===== src/rtl/udma_smi_seq.sv =====
// Command sequencer for the uDMA SMI (MDIO) controller: command FIFO, one controller
// transaction per command, read responses on the RX stream. Watchdog: SMI_SEQ_TIMEOUT_EN.
module udma_smi_seq #(
  parameter int unsigned CMD_DEPTH      = 4,
  parameter int unsigned TIMEOUT_CYCLES = 65536
) (
  input  logic        clk_i,
  input  logic        rstn_i,
  input  logic        clr_i,
  input  logic [31:0] cmd_data_i,
  input  logic        cmd_valid_i,
  output logic        cmd_ready_o,
  output logic [31:0] rsp_data_o,
  output logic        rsp_valid_o,
  input  logic        rsp_ready_i,
  output logic        smi_start_o,
  output logic        smi_rw_o,
  output logic [4:0]  smi_phy_addr_o,
  output logic [4:0]  smi_reg_addr_o,
  output logic [15:0] smi_wr_data_o,
  input  logic        smi_busy_i,
  input  logic        smi_nd_i,
  input  logic [15:0] smi_rd_data_i,
  output logic        busy_o,
  output logic        timeout_o
);

  localparam int unsigned AW = $clog2(CMD_DEPTH);
  // Stored entry is {op, phy, reg, data}; the ignored bits [29:26] are never kept.
  localparam int unsigned CW = 28;

  typedef enum logic [2:0] {StIdle, StIssue, StAccept, StDone, StPush} state_e;

  state_e          state_q, state_d;
  logic [CW-1:0]   fifo_q [CMD_DEPTH];
  logic [AW-1:0]   wr_ptr_q, rd_ptr_q;
  logic [AW:0]     fill_q, fill_d;
  logic [CW-1:0]   head;
  logic            push, pop;
  logic            rw_q, rw_d;
  logic [4:0]      phy_q, phy_d, reg_q, reg_d;
  logic [15:0]     wdata_q, wdata_d;
  logic [31:0]     rsp_q, rsp_d;
  logic            rsp_valid_q, rsp_valid_d;
  logic            timeout_q, timeout_d;
  logic            wd_hit;
  logic            unused_cmd;

  assign unused_cmd  = ^cmd_data_i[29:26];
  // Depth is a power of two, so the fill MSB is set exactly when full.
  assign cmd_ready_o = ~fill_q[AW];
  assign push        = cmd_valid_i & cmd_ready_o;
  assign head        = fifo_q[rd_ptr_q];

  always_ff @(posedge clk_i) begin
    if (push) fifo_q[wr_ptr_q] <= {cmd_data_i[31:30], cmd_data_i[25:0]};
  end

`ifdef SMI_SEQ_TIMEOUT_EN
  logic [31:0] wd_cnt_q;
  logic        wd_run;

  assign wd_run = (state_q == StAccept) || (state_q == StDone);
  assign wd_hit = wd_run && (wd_cnt_q == TIMEOUT_CYCLES - 1);

  // Restarts on every state change so ACCEPT and DONE each get the full budget.
  always_ff @(posedge clk_i or negedge rstn_i) begin
    if (!rstn_i) begin
      wd_cnt_q <= '0;
    end else if (wd_run && (state_d == state_q)) begin
      wd_cnt_q <= wd_cnt_q + 32'd1;
    end else begin
      wd_cnt_q <= '0;
    end
  end
`else
  logic [31:0] unused_timeout;
  assign unused_timeout = TIMEOUT_CYCLES;
  assign wd_hit         = 1'b0;
`endif

  always_comb begin
    state_d     = state_q;
    pop         = 1'b0;
    rw_d        = rw_q;
    phy_d       = phy_q;
    reg_d       = reg_q;
    wdata_d     = wdata_q;
    rsp_d       = rsp_q;
    rsp_valid_d = rsp_valid_q;
    timeout_d   = timeout_q;

    unique case (state_q)
      StIdle: begin
        if (fill_q != '0) begin
          if (head[27]) begin
            pop = 1'b1;
          end else if (!smi_busy_i) begin
            pop     = 1'b1;
            rw_d    = ~head[26];
            phy_d   = head[25:21];
            reg_d   = head[20:16];
            wdata_d = head[15:0];
            state_d = StIssue;
          end
        end
      end
      StIssue: state_d = StAccept;
      StAccept, StDone: begin
        if (wd_hit) begin
          timeout_d = 1'b1;
          if (rw_q) begin
            state_d = StIdle;
          end else begin
            rsp_d       = {1'b1, phy_q, reg_q, 5'd0, 16'h0000};
            rsp_valid_d = 1'b1;
            state_d     = StPush;
          end
        end else if (state_q == StAccept) begin
          if (smi_busy_i) state_d = StDone;
        end else if (rw_q) begin
          if (!smi_busy_i) state_d = StIdle;
        end else if (smi_nd_i) begin
          rsp_d       = {1'b0, phy_q, reg_q, 5'd0, smi_rd_data_i};
          rsp_valid_d = 1'b1;
          state_d     = StPush;
        end
      end
      StPush: begin
        if (rsp_ready_i) begin
          rsp_valid_d = 1'b0;
          state_d     = StIdle;
        end
      end
      default: state_d = StIdle;
    endcase

    if (clr_i) begin
      state_d     = StIdle;
      pop         = 1'b0;
      rsp_d       = '0;
      rsp_valid_d = 1'b0;
      timeout_d   = 1'b0;
    end
  end

  always_comb begin
    fill_d = fill_q;
    if (clr_i) begin
      fill_d = '0;
    end else if (push && !pop) begin
      fill_d = fill_q + 1'b1;
    end else if (!push && pop) begin
      fill_d = fill_q - 1'b1;
    end
  end

  always_ff @(posedge clk_i or negedge rstn_i) begin
    if (!rstn_i) begin
      state_q     <= StIdle;
      wr_ptr_q    <= '0;
      rd_ptr_q    <= '0;
      fill_q      <= '0;
      rw_q        <= 1'b0;
      phy_q       <= '0;
      reg_q       <= '0;
      wdata_q     <= '0;
      rsp_q       <= '0;
      rsp_valid_q <= 1'b0;
      timeout_q   <= 1'b0;
    end else begin
      state_q     <= state_d;
      fill_q      <= fill_d;
      rw_q        <= rw_d;
      phy_q       <= phy_d;
      reg_q       <= reg_d;
      wdata_q     <= wdata_d;
      rsp_q       <= rsp_d;
      rsp_valid_q <= rsp_valid_d;
      timeout_q   <= timeout_d;
      if (clr_i) begin
        wr_ptr_q <= '0;
        rd_ptr_q <= '0;
      end else begin
        if (push) wr_ptr_q <= wr_ptr_q + 1'b1;
        if (pop)  rd_ptr_q <= rd_ptr_q + 1'b1;
      end
    end
  end

  assign smi_start_o    = (state_q == StIssue);
  assign smi_rw_o       = rw_q;
  assign smi_phy_addr_o = phy_q;
  assign smi_reg_addr_o = reg_q;
  assign smi_wr_data_o  = wdata_q;
  assign rsp_data_o     = rsp_q;
  assign rsp_valid_o    = rsp_valid_q;
  assign busy_o         = (fill_q != '0) || (state_q != StIdle);
  assign timeout_o      = timeout_q;

endmodule

===== config.mk =====
export PLATFORM = sky130hd
export DESIGN_NAME = udma_smi_seq
export DESIGN_NICKNAME = d
export VERILOG_FILES = /design/src/rtl/udma_smi_seq.sv
export SDC_FILE = /design/constraint.sdc
export NUM_CORES = 1
export LEC_CHECK = 0
export BUFFER_PORTS_ARGS = -buffer_cell sky130_fd_sc_hd__buf_2
export CAP_MARGIN = 15
export CORE_UTILIZATION = 60
export CTS_BUF_LIST = sky130_fd_sc_hd__clkbuf_4 sky130_fd_sc_hd__clkbuf_8 sky130_fd_sc_hd__clkbuf_16
export CTS_CLUSTER_SIZE = 8
export DETAILED_ROUTE_END_ITERATION = 7
export GPL_TIMING_DRIVEN = 1
export PLACE_DENSITY_LB_ADDON = 0.05
export SYNTH_ARGS = -nofsm -noshare
export SYNTH_HDL_FRONTEND = slang
export SYNTH_SLANG_ARGS = --single-unit

===== constraint.sdc =====
create_clock -name clk_i -period 5 [get_ports clk_i]
set_clock_uncertainty 0.05 [all_clocks]
set_input_delay 0.5 -clock clk_i [delete_from_list [all_inputs] [get_ports clk_i]]
set_output_delay 0.5 -clock clk_i [all_outputs]
set_load 0.1 [all_outputs]

; After elaboration in Yosys (flattened, before gate mapping)
; Memories as Yosys holds them, arrays and structs flattened.
; Cells that the tools add are included.
; Widths: inputs -> output; s select.
[classes]
bitwise_logic = 5
addsub = 4
n_mux = 36
n_reduce_logical = 19
eq_ne = 16
[ops]
columns = operator, count
row1 = $mux 32, 5
row2 = $mux 3, 13
row3 = $ne 3x3->1 const B, 7
row4 = $mux 1, 12
row5 = $pmux 3 s4, 1
row6 = $reduce_bool 3->1, 4
row7 = $ne 5x5->1 const B, 2
row8 = $mux 2, 4
row9 = $reduce_and 4->1, 2
row10 = $reduce_bool 2->1, 4
row11 = $reduce_and 7->1, 1
row12 = $eq 3x2->1 const B, 2
row13 = $reduce_and 5->1, 1
row14 = $add 2x1->2 const B, 2
row15 = $ne 2x2->1 const B, 2
row16 = $ne 4x4->1 const B, 1
row17 = $not 1->1, 4
row18 = $add 3x1->3 const B, 1
row19 = $eq 3x1->1 const B, 1
row20 = $eq 3x3->1 const B, 1
row21 = $logic_not 3->1, 1
row22 = $sub 3x1->3 const B, 1
row23 = $logic_and 1x1->1, 2
row24 = $logic_not 1->1, 2
row25 = 4 further kinds, 4
[word_totals]
output_inout_bits = 64
reg_bits = 70
ramBits = 112
n_memories = 1
[mem_list]
columns = name, words, width, read_ports, rd_ports_with_merged_regs, wr, line_no
row1 = fifo_q, 4, 28, 1, 0, 1, 35  ; logic [CW-1:0] fifo_q [CMD_DEPTH];

; Depth between registers and ports, before layout
; Gate-level depths: netlist of run 1.
[depth]
depth_word = 9
depth_mapped = 9
mapped_depth_nobuf = 8

; Worst setup path before layout of run 1
; Ideal clock, no wire load.
[synth_path]
path_kind = flip-flop to output port
start = reg state_q[2]
end = out smi_start_o
stages_incl_launch_ff = 4
arrival_time_ps = 1928
path_slack_ps = 2522
t_required_ps = 4450
path_buffers = 1
path_cell_list = dfrtp_1 -> clkbuf_1 -> nand2b_1 -> nor2_1
[synth_between]
elab_chain_cells = 1
[synth_lines]
columns = item, line_no
row1 = start: declaration, 34  ; state_e state_q, state_d;
row2 = start signal: assignment, 160  ; state_q <= StIdle;
row3 = start signal: assignment, 172  ; state_q <= state_d;
row4 = $eq 3x1->1, 191  ; assign smi_start_o = (state_q == StIssue);
row5 = end: declaration, 16  ; output logic smi_start_o,
; No other way between the ends.

; Worst setup path after layout of run 1
[layout_path]
start = reg fill_q[2]
end = out busy_o
[layout_between]
elab_chain_cells = 2
[layout_lines]
columns = item, line_no
row1 = start: declaration, 37  ; logic [AW:0] fill_q, fill_d;
row2 = start signal: assignment, 173  ; fill_q <= fill_d;
row3 = $reduce_bool 3->1, 198  ; assign busy_o = (fill_q != '0) || (state_q != StIdle);
row4 = $logic_or 1x1->1, 198
row5 = end: declaration, 24  ; output logic busy_o,
; No other way between the ends.

==> qor.txt, run 1 <==
status = finished, final reports clean
core area = 11370 um2
gp weighted congestion = 0.7471
number of synthesized register bits = 176
Initial Util = 61.55%
share of cells above drive strength 1 = 38.29%
DRT iter0 DRCs = 227
endpoints failing setup = 0
first-pass GRT wire length = 18400 um
Via density = 5.514
GRT Total Usage = 21.69%
Final ANT Viol Nets = 0
post-CTS setup buffers = 0
final period utilization = 52.27%
largest net degree at the start of global routing = 65
later-pin clock latency in the skew report = 0.43 ns
crit path kind = reg -> out
Layout area overhead = 18.00%
Hold Vio Cnt, Final = 0
CTS tree = yes
CTS root buf = clkbuf_16
Layout fillers = 731
Distinct cells, synth = 37
FP Rows = 39
initial antenna violation count = 0
Post-Route WL = 12210 um
I/O pins = 119
TritonCTS sink count = 176
Startpoint Class = flop
Wirelength per Cell = 17.59 um
syn_area_per_cell = 16.50 um2
critical-path maximum fanout = 8
critical path endpoint category = output pin
worst-margin pin slew = 0.9145 ns
Max VDD drop = 0.0004547 V
RSZ-0062 raised after global routing = false
crit path DAT = 2.06 ns
DP Worst Slack = 2.462 ns
die width = 110.0 um
diodes inserted = 0
DP HPWL = 7195 um
vias in the first global route = 3641
Seq/Total Area, Yosys = 70.95%
I/O Buffers = 107
gr ovfl total = 0
DRT Pass-1 Iters = 4
Slew Viols, Final = 0
final worst slack = 2.386 ns
nets = 598
Crit path required time = 4.45 ns
synthesized cell area = 6998 um2
die height = 110.0 um
Hold Crit Class = in -> async
Power Dens Cells = 627.0 nW/um2
CTS buffer count = 17
normalized max-slew margin = 39.03%
Max Freq = 382.6 MHz
Post-Synthesis Cells = 424
DR vias = 3827
Max Cap Viol = 0
CTS Buffer Depth = 2
Clock transition at path regs = 0.06 ns
die area = 12100 um2
Post-CTS Hold Buffers = 0
yosys warns = 0
TNS Setup = 0 ns
Tmin final = 2.614 ns
# DRC = 0
post-cts sizing count = 0
H-tree level count = 4
Leak = 3.256 nW
-- layout by cell type (no fill, tap or decap), types with 3 or more instances in the layout --
cell type / count
buf_2: 107
mux2_4: 18
clkinv_2: 4
nor3_1: 4
ha_1: 4
nor2_1: 11
nand2b_1: 3
nand3_1: 3
nand2_1: 61
bufinv_16: 3
and2_1: 4
inv_1: 10
clkbuf_16: 17
dfrtp_1: 63
a21oi_1: 38
mux4_2: 28
mux2_2: 13
edfxtp_1: 112
buf_4: 9
conb_1: 7
-- cell type report --
type / instances / area (um2) / share of cell area (%)
multi-input cells: 217 / 1866 / 22.59
flip-flops and latches: 176 / 4966 / 60.14
repair buffers: 116 / 603.1 / 7.303
inverters: 10 / 37.54 / 0.4545
well taps: 143 / 178.9 / 2.167
clock buffers: 19 / 446.7 / 5.409
clock inverters: 13 / 160.2 / 1.939
-- metal layers --
metal  vias to the layer above  GRT usage, %  share of wire [%]
met4                         0         8.000                1.6
li1                       1799             -                  -
met1                      1897         27.52                 43
met2                       117         34.87                 49
met3                        14         7.466                6.3
met5                         -             0                  0
-- Yosys cell counts --
cell | n | area [um2]
a2111oi_0 | 2 | 17.52
a211oi_1 | 1 | 7.510
a21bo_2 | 1 | 10.01
a21o_1 | 1 | 7.510
a21oi_1 | 38 | 190.2
a31oi_1 | 1 | 6.260
a32oi_1 | 1 | 8.760
and2_1 | 4 | 25.02
buf_1 | 2 | 7.510
buf_4 | 7 | 52.55
buf_6 | 4 | 45.04
clkbuf_1 | 14 | 52.55
conb_1 | 1 | 3.750
dfrtp_1 | 64 | 1602
edfxtp_1 | 112 | 3363
fa_1 | 1 | 20.02
ha_1 | 4 | 50.05
inv_1 | 10 | 37.54
mux2_2 | 13 | 146.4
mux2_4 | 18 | 270.3
mux2i_1 | 1 | 10.01
mux4_2 | 28 | 630.6
nand2_1 | 61 | 229.0
nand2b_1 | 3 | 18.77
nand3_1 | 3 | 15.01
nand3b_1 | 1 | 7.510
nand4b_1 | 1 | 8.760
nor2_1 | 11 | 41.29
nor2b_1 | 2 | 12.51
nor3_1 | 5 | 25.02
nor3b_1 | 1 | 7.510
nor4_4 | 1 | 21.27
o21a_1 | 1 | 7.510
o21ai_0 | 2 | 10.01
o22a_1 | 1 | 8.760
o32ai_1 | 1 | 8.760
or3_1 | 2 | 12.51
-- state kept, by name, indices dropped and copies added (netlist names), 2 cells and up --
signal          count
rd_ptr_q            2
smi_phy_addr_o      5
state_q             3
smi_reg_addr_o      5
smi_wr_data_o      16
fill_q              3
fifo_q            112
rsp_data_o         26
wr_ptr_q            2
-- where the power goes --
part           switching [W]  total, W  internal [W]
Combinational        0.00138   0.00190      0.000526
Clock               0.000537   0.00134      0.000804
Sequential          0.000130   0.00193       0.00181
Total                0.00204   0.00518       0.00314
-- stage by stage --
stage | util [%] | hold slack [ns] | total power, W | area (um2) | instances
CTS | 72.63 | 0.2146 | 0.005224 | 8258 | 694
global placement | 67.29 | 0.4383 | 0.003850 | 7651 | 662
floorplan | - | 0.1544 | 0.003542 | 7020 | 430
finish | 72.63 | 0.2007 | 0.005178 | 8258 | 694
detailed placement | 67.29 | 0.4433 | 0.003878 | 7651 | 662
global route | 72.63 | 0.2165 | 0.005383 | 8258 | 694
-- logic make-up (layout without fill, tap and decap cells) --
group / Yosys count / after routing / share of synthesized area (%)
mux: 60 / 60 / 15.11
other cells: 1 / 7 / 0.05359
flops: 176 / 176 / 70.95
compound gates: 50 / 50 / 4.041
fa+ha+maj: 5 / 5 / 1.001
simple gates: 95 / 95 / 6.061
buf+inv: 37 / 158 / 2.789
-- critical path: stages, from the launching register on --
cell and delay, ns:
dfrtp_1 0.47, nor3_1 0.69, nand3_1 0.14, buf_2 0.33
-- final timing paths --
path	endpoint	cells after the start	from	slack (ns)
setup / recovery	busy_o	3	fill_q[2]	2.39
hold / removal	state_q[1]	2	rstn_i	0.20
setup reg to reg	fill_q[2]	9	rd_ptr_q[0]	2.50
hold reg to reg	smi_wr_data_o[0]	1	smi_wr_data_o[0]	0.45
max in group asynchronous	rd_ptr_q[0]	2	rstn_i	4.12
min in group clk_i	fifo_q[2][27]	1	cmd_data_i[31]	0.23
Note: power is estimated with default switching activity, not from simulation.
==> run 2: changes to the inputs <==
Settings changed: ABC_AREA set to 1, CORE_UTILIZATION 60 to 50.
Clock period 5 ns to 2.2 ns, I/O delays scaled along.
==> run 2 against run 1 <==
  * Via count rose by 29%
  * Hold slack got worse by 0.13 ns
  * Utilization fell by 8.3 points
  * Total power rose by 140%
  * Largest cell class unchanged
  * Critical path depth rose by 7
  * Final cell count rose by 39%
  * Critical path type is now reg -> reg
  * Sequential share of layout area fell by 4.3 points
==> qor.txt, run 2 <==
status = finished, final reports clean
share of cells above drive strength 1 = 22.04% (-16 points)
CTS tree = yes
Comb pwr share = 42.0% (+5.3 points)
Slew Viols, Final = 0 (unchanged)
Post-Route WL = 15160 um (+24%)
Worst R2R Path Depth = 10 (+1)
crit path DAT = 2.24 ns (+0.18 ns)
crit path kind = reg -> reg
die height = 120.8 um (+9.8%)
Startpoint Class = flop
first-pass GRT wire length = 24230 um (+32%)
count leader, synth = edfxtp_1
TNS Setup = 0 ns (unchanged)
gp weighted congestion = 0.7454 (-0.23%)
Power Dens Cells = 1419 nW/um2 (+130%)
number of synthesized flops with an enable pin = 112 (unchanged)
final worst slack = 0.2307 ns (-2.156 ns)
Largest Register = fifo_q
Leak = 3.729 nW (+15%)
CTS buffer count = 17 (unchanged)
Tmin final = 1.969 ns
endpoints failing setup = 0 (unchanged)
Primary FF master, synth = edfxtp_1
Crit path required time = 2.47 ns (-1.98 ns)
critical path endpoint category = flop
Hold Vio Cnt, Final = 0 (unchanged)
Hold Crit Class = in -> reg
CTS Buffer Depth = 2 (unchanged)
Slowest-stage cell, CP = dfrtp_1
nets = 832 (+39%)
Post-Layout Cell Count = 965 (+39%)
top cells by area, synth = edfxtp_1 (48%), dfrtp_1 (23%), o21ai_0 (5.7%)
H-tree level count = 4 (unchanged)
die width = 120.8 um (+9.8%)
DP Worst Slack = 0.2809 ns (-2.181 ns)
Clock Power Share = 23.0% (-2.9 points)
FP Rows = 43 (+10%)
HP Start = smi_nd_i
DR vias = 4936 (+29%)
diodes inserted = 0 (unchanged)
core area = 13830 um2 (+22%)
I/O pins = 119 (unchanged)
final period utilization = 89.51%
TritonCTS sink count = 176 (unchanged)
Net Switching = 0.005866 W (+190%)
post-synth top area share = 47.67% (-0.39 points)
Distinct cells, synth = 33 (-11%)
Largest register FFs = 112 (unchanged)
Wirelength per Cell = 15.71 um (-11%)
vias in the first global route = 4821 (+32%)
normalized max-slew margin = 53.47% (+14 points)
Yosys top cell by area = edfxtp_1
cell mode on critical path = nand3_1
placed insts = 887 (+34%)
worst-margin pin slew = 0.6980 ns (-0.2166 ns)
# DRC = 0 (unchanged)
later-pin clock latency in the skew report = 0.43 ns (about the same)
Design Power = 0.01262 W (+140%)
gr ovfl total = 0 (unchanged)
Post-Synthesis Cells = 617 (+46%)
I/O Buffers = 107 (unchanged)
Cell Int Power = 0.006755 W (+120%)
syn_area_per_cell = 11.44 um2 (-31%)
largest net degree at the start of global routing = 56 (-14%)
most frequent cells in the layout = edfxtp_1 (112), buf_2 (107), nand2_1 (99), o21ai_0 (80), dfrtp_1 (63)
die area = 14590 um2 (+21%)
DRT Pass-1 Iters = 5 (+1)
Max VDD drop = 0.001071 V (+140%)
GRT Total Usage = 22.30% (+0.61 points)
most instantiated cells after synthesis = edfxtp_1 (112), nand2_1 (100), o21ai_0 (80), dfrtp_1 (64), nor2_1 (64)
Post-CTS Hold Buffers = 46 (+46)
Seq pwr share = 35.0% (-2.4 points)
DRT iter0 DRCs = 350 (+54%)
commonest non-fill, non-tap cell in the layout = edfxtp_1
CTS root buf = clkbuf_16
Layout area overhead = 26.07%
Min-Delay Path Depth = 4
Max Freq = 507.8 MHz
Final ANT Viol Nets = 0 (unchanged)
yosys warns = 0 (unchanged)
number of synthesized register bits = 176 (unchanged)
Worst Setup SP = state_q[1]
critical-path maximum fanout = 5 (-3)
RSZ-0062 raised after global routing = false
Via density = 5.115 (-7.2%)
Max Cap Viol = 0 (unchanged)
Clock transition at path regs = 0.07 ns (about the same)
Reg-to-Reg Start = state_q[1]
Seq/Total Area, Yosys = 70.37% (-0.58 points)
post-cts sizing count = 0 (unchanged)
DP HPWL = 8915 um (+24%)
share of synthesized registers carrying an async set or reset = 36.36% (unchanged)
CP cell instances = inv_1 -> nand3_1 -> nor2_1 -> nand3_1 -> nand2_2 -> inv_1 -> fa_1 -> nand3b_1 -> nand3_1 -> nand2_1
Initial Util = 51.03% (-11 points)
sw frac = 46.48% (+7.0 points)
post-CTS setup buffers = 0 (unchanged)
initial antenna violation count = 0 (unchanged)
synthesized cell area = 7056 um2 (+0.82%)
delay of the slowest critical-path stage = 0.44 ns (-0.25 ns)
==> run 2: final timing paths <==
| path | end | slack, ns |
|---|---|---|
| worst min register to register | smi_wr_data_o[14] | 0.43 |
| max in group asynchronous | smi_wr_data_o[7] | 1.15 |
| min in group asynchronous | state_q[1] | 0.32 |
| worst max register to register | fill_q[2] | 0.23 |
| worst max-delay path | fill_q[2] | 0.23 |
| worst min-delay path | state_q[0] | 0.07 |
==> run 2: final cells by class <==
cell class | count | area, um2
Inverter | 54 | 206.4
Timing Repair Buffer | 168 | 1184
Sequential cell | 176 | 4966
Tap cell | 180 | 225.2
Fill cell | 1080 | 4932
Multi-Input combinational cell | 355 | 1735
Clock inverter | 15 | 152.6
Clock buffer | 17 | 425.4
==> run 2: worst max-delay path, delay by kind of cell, from the launching register on <==
family	cells	cell delay (ns)
simple gates	7	0.83
flops	1	0.44
fa+ha+maj	1	0.37
buf+inv	2	0.17
==> run 2: per-stage QoR <==
stage	util (%)	cell area, um2	hold WS [ns]
2_1_floorplan	-	7109	-0.1256
3_3_place_gp	56.82	7856	0.2362
3_5_place_dp	56.82	7856	0.2569
4_1_cts	64.33	8895	0.05541
5_1_grt	64.33	8895	0.1225
6_report	64.33	8895	0.07176
==> run 2: logic make-up (layout without fill, tap and decap cells) <==
group | count (synthesis) | after routing | synth area share (%)
AND/OR/NAND/NOR | 219 | 219 | 13.03
flip-flops | 176 | 176 | 70.37
AO/OA/AOI/OAI | 124 | 124 | 9.594
buffers and inverters | 92 | 254 | 5.958
adder cells (fa/ha/maj) | 5 | 5 | 0.9931
other | 1 | 7 | 0.05315
==> run 2: power by group through the flow <==
stage	Sequential (W)	Combinational, W	Clock [W]
after detailed placement	0.00448	0.00525	0
after global routing	0.00448	0.00567	0.00309
after global placement	0.00445	0.00519	0
final	0.00442	0.00530	0.00290
after floorplan	0.00663	0.00203	0
after CTS	0.00442	0.00534	0.00296
==> run 2: metal layers <==
layer | track usage (%) | up-vias | share of wire [%]
met5 | 0 | - | 0
li1 | - | 2417 | -
met3 | 5.377 | 25 | 5.6
met1 | 28.57 | 2341 | 44
met2 | 36.53 | 153 | 48
met4 | 9.105 | 0 | 2.0
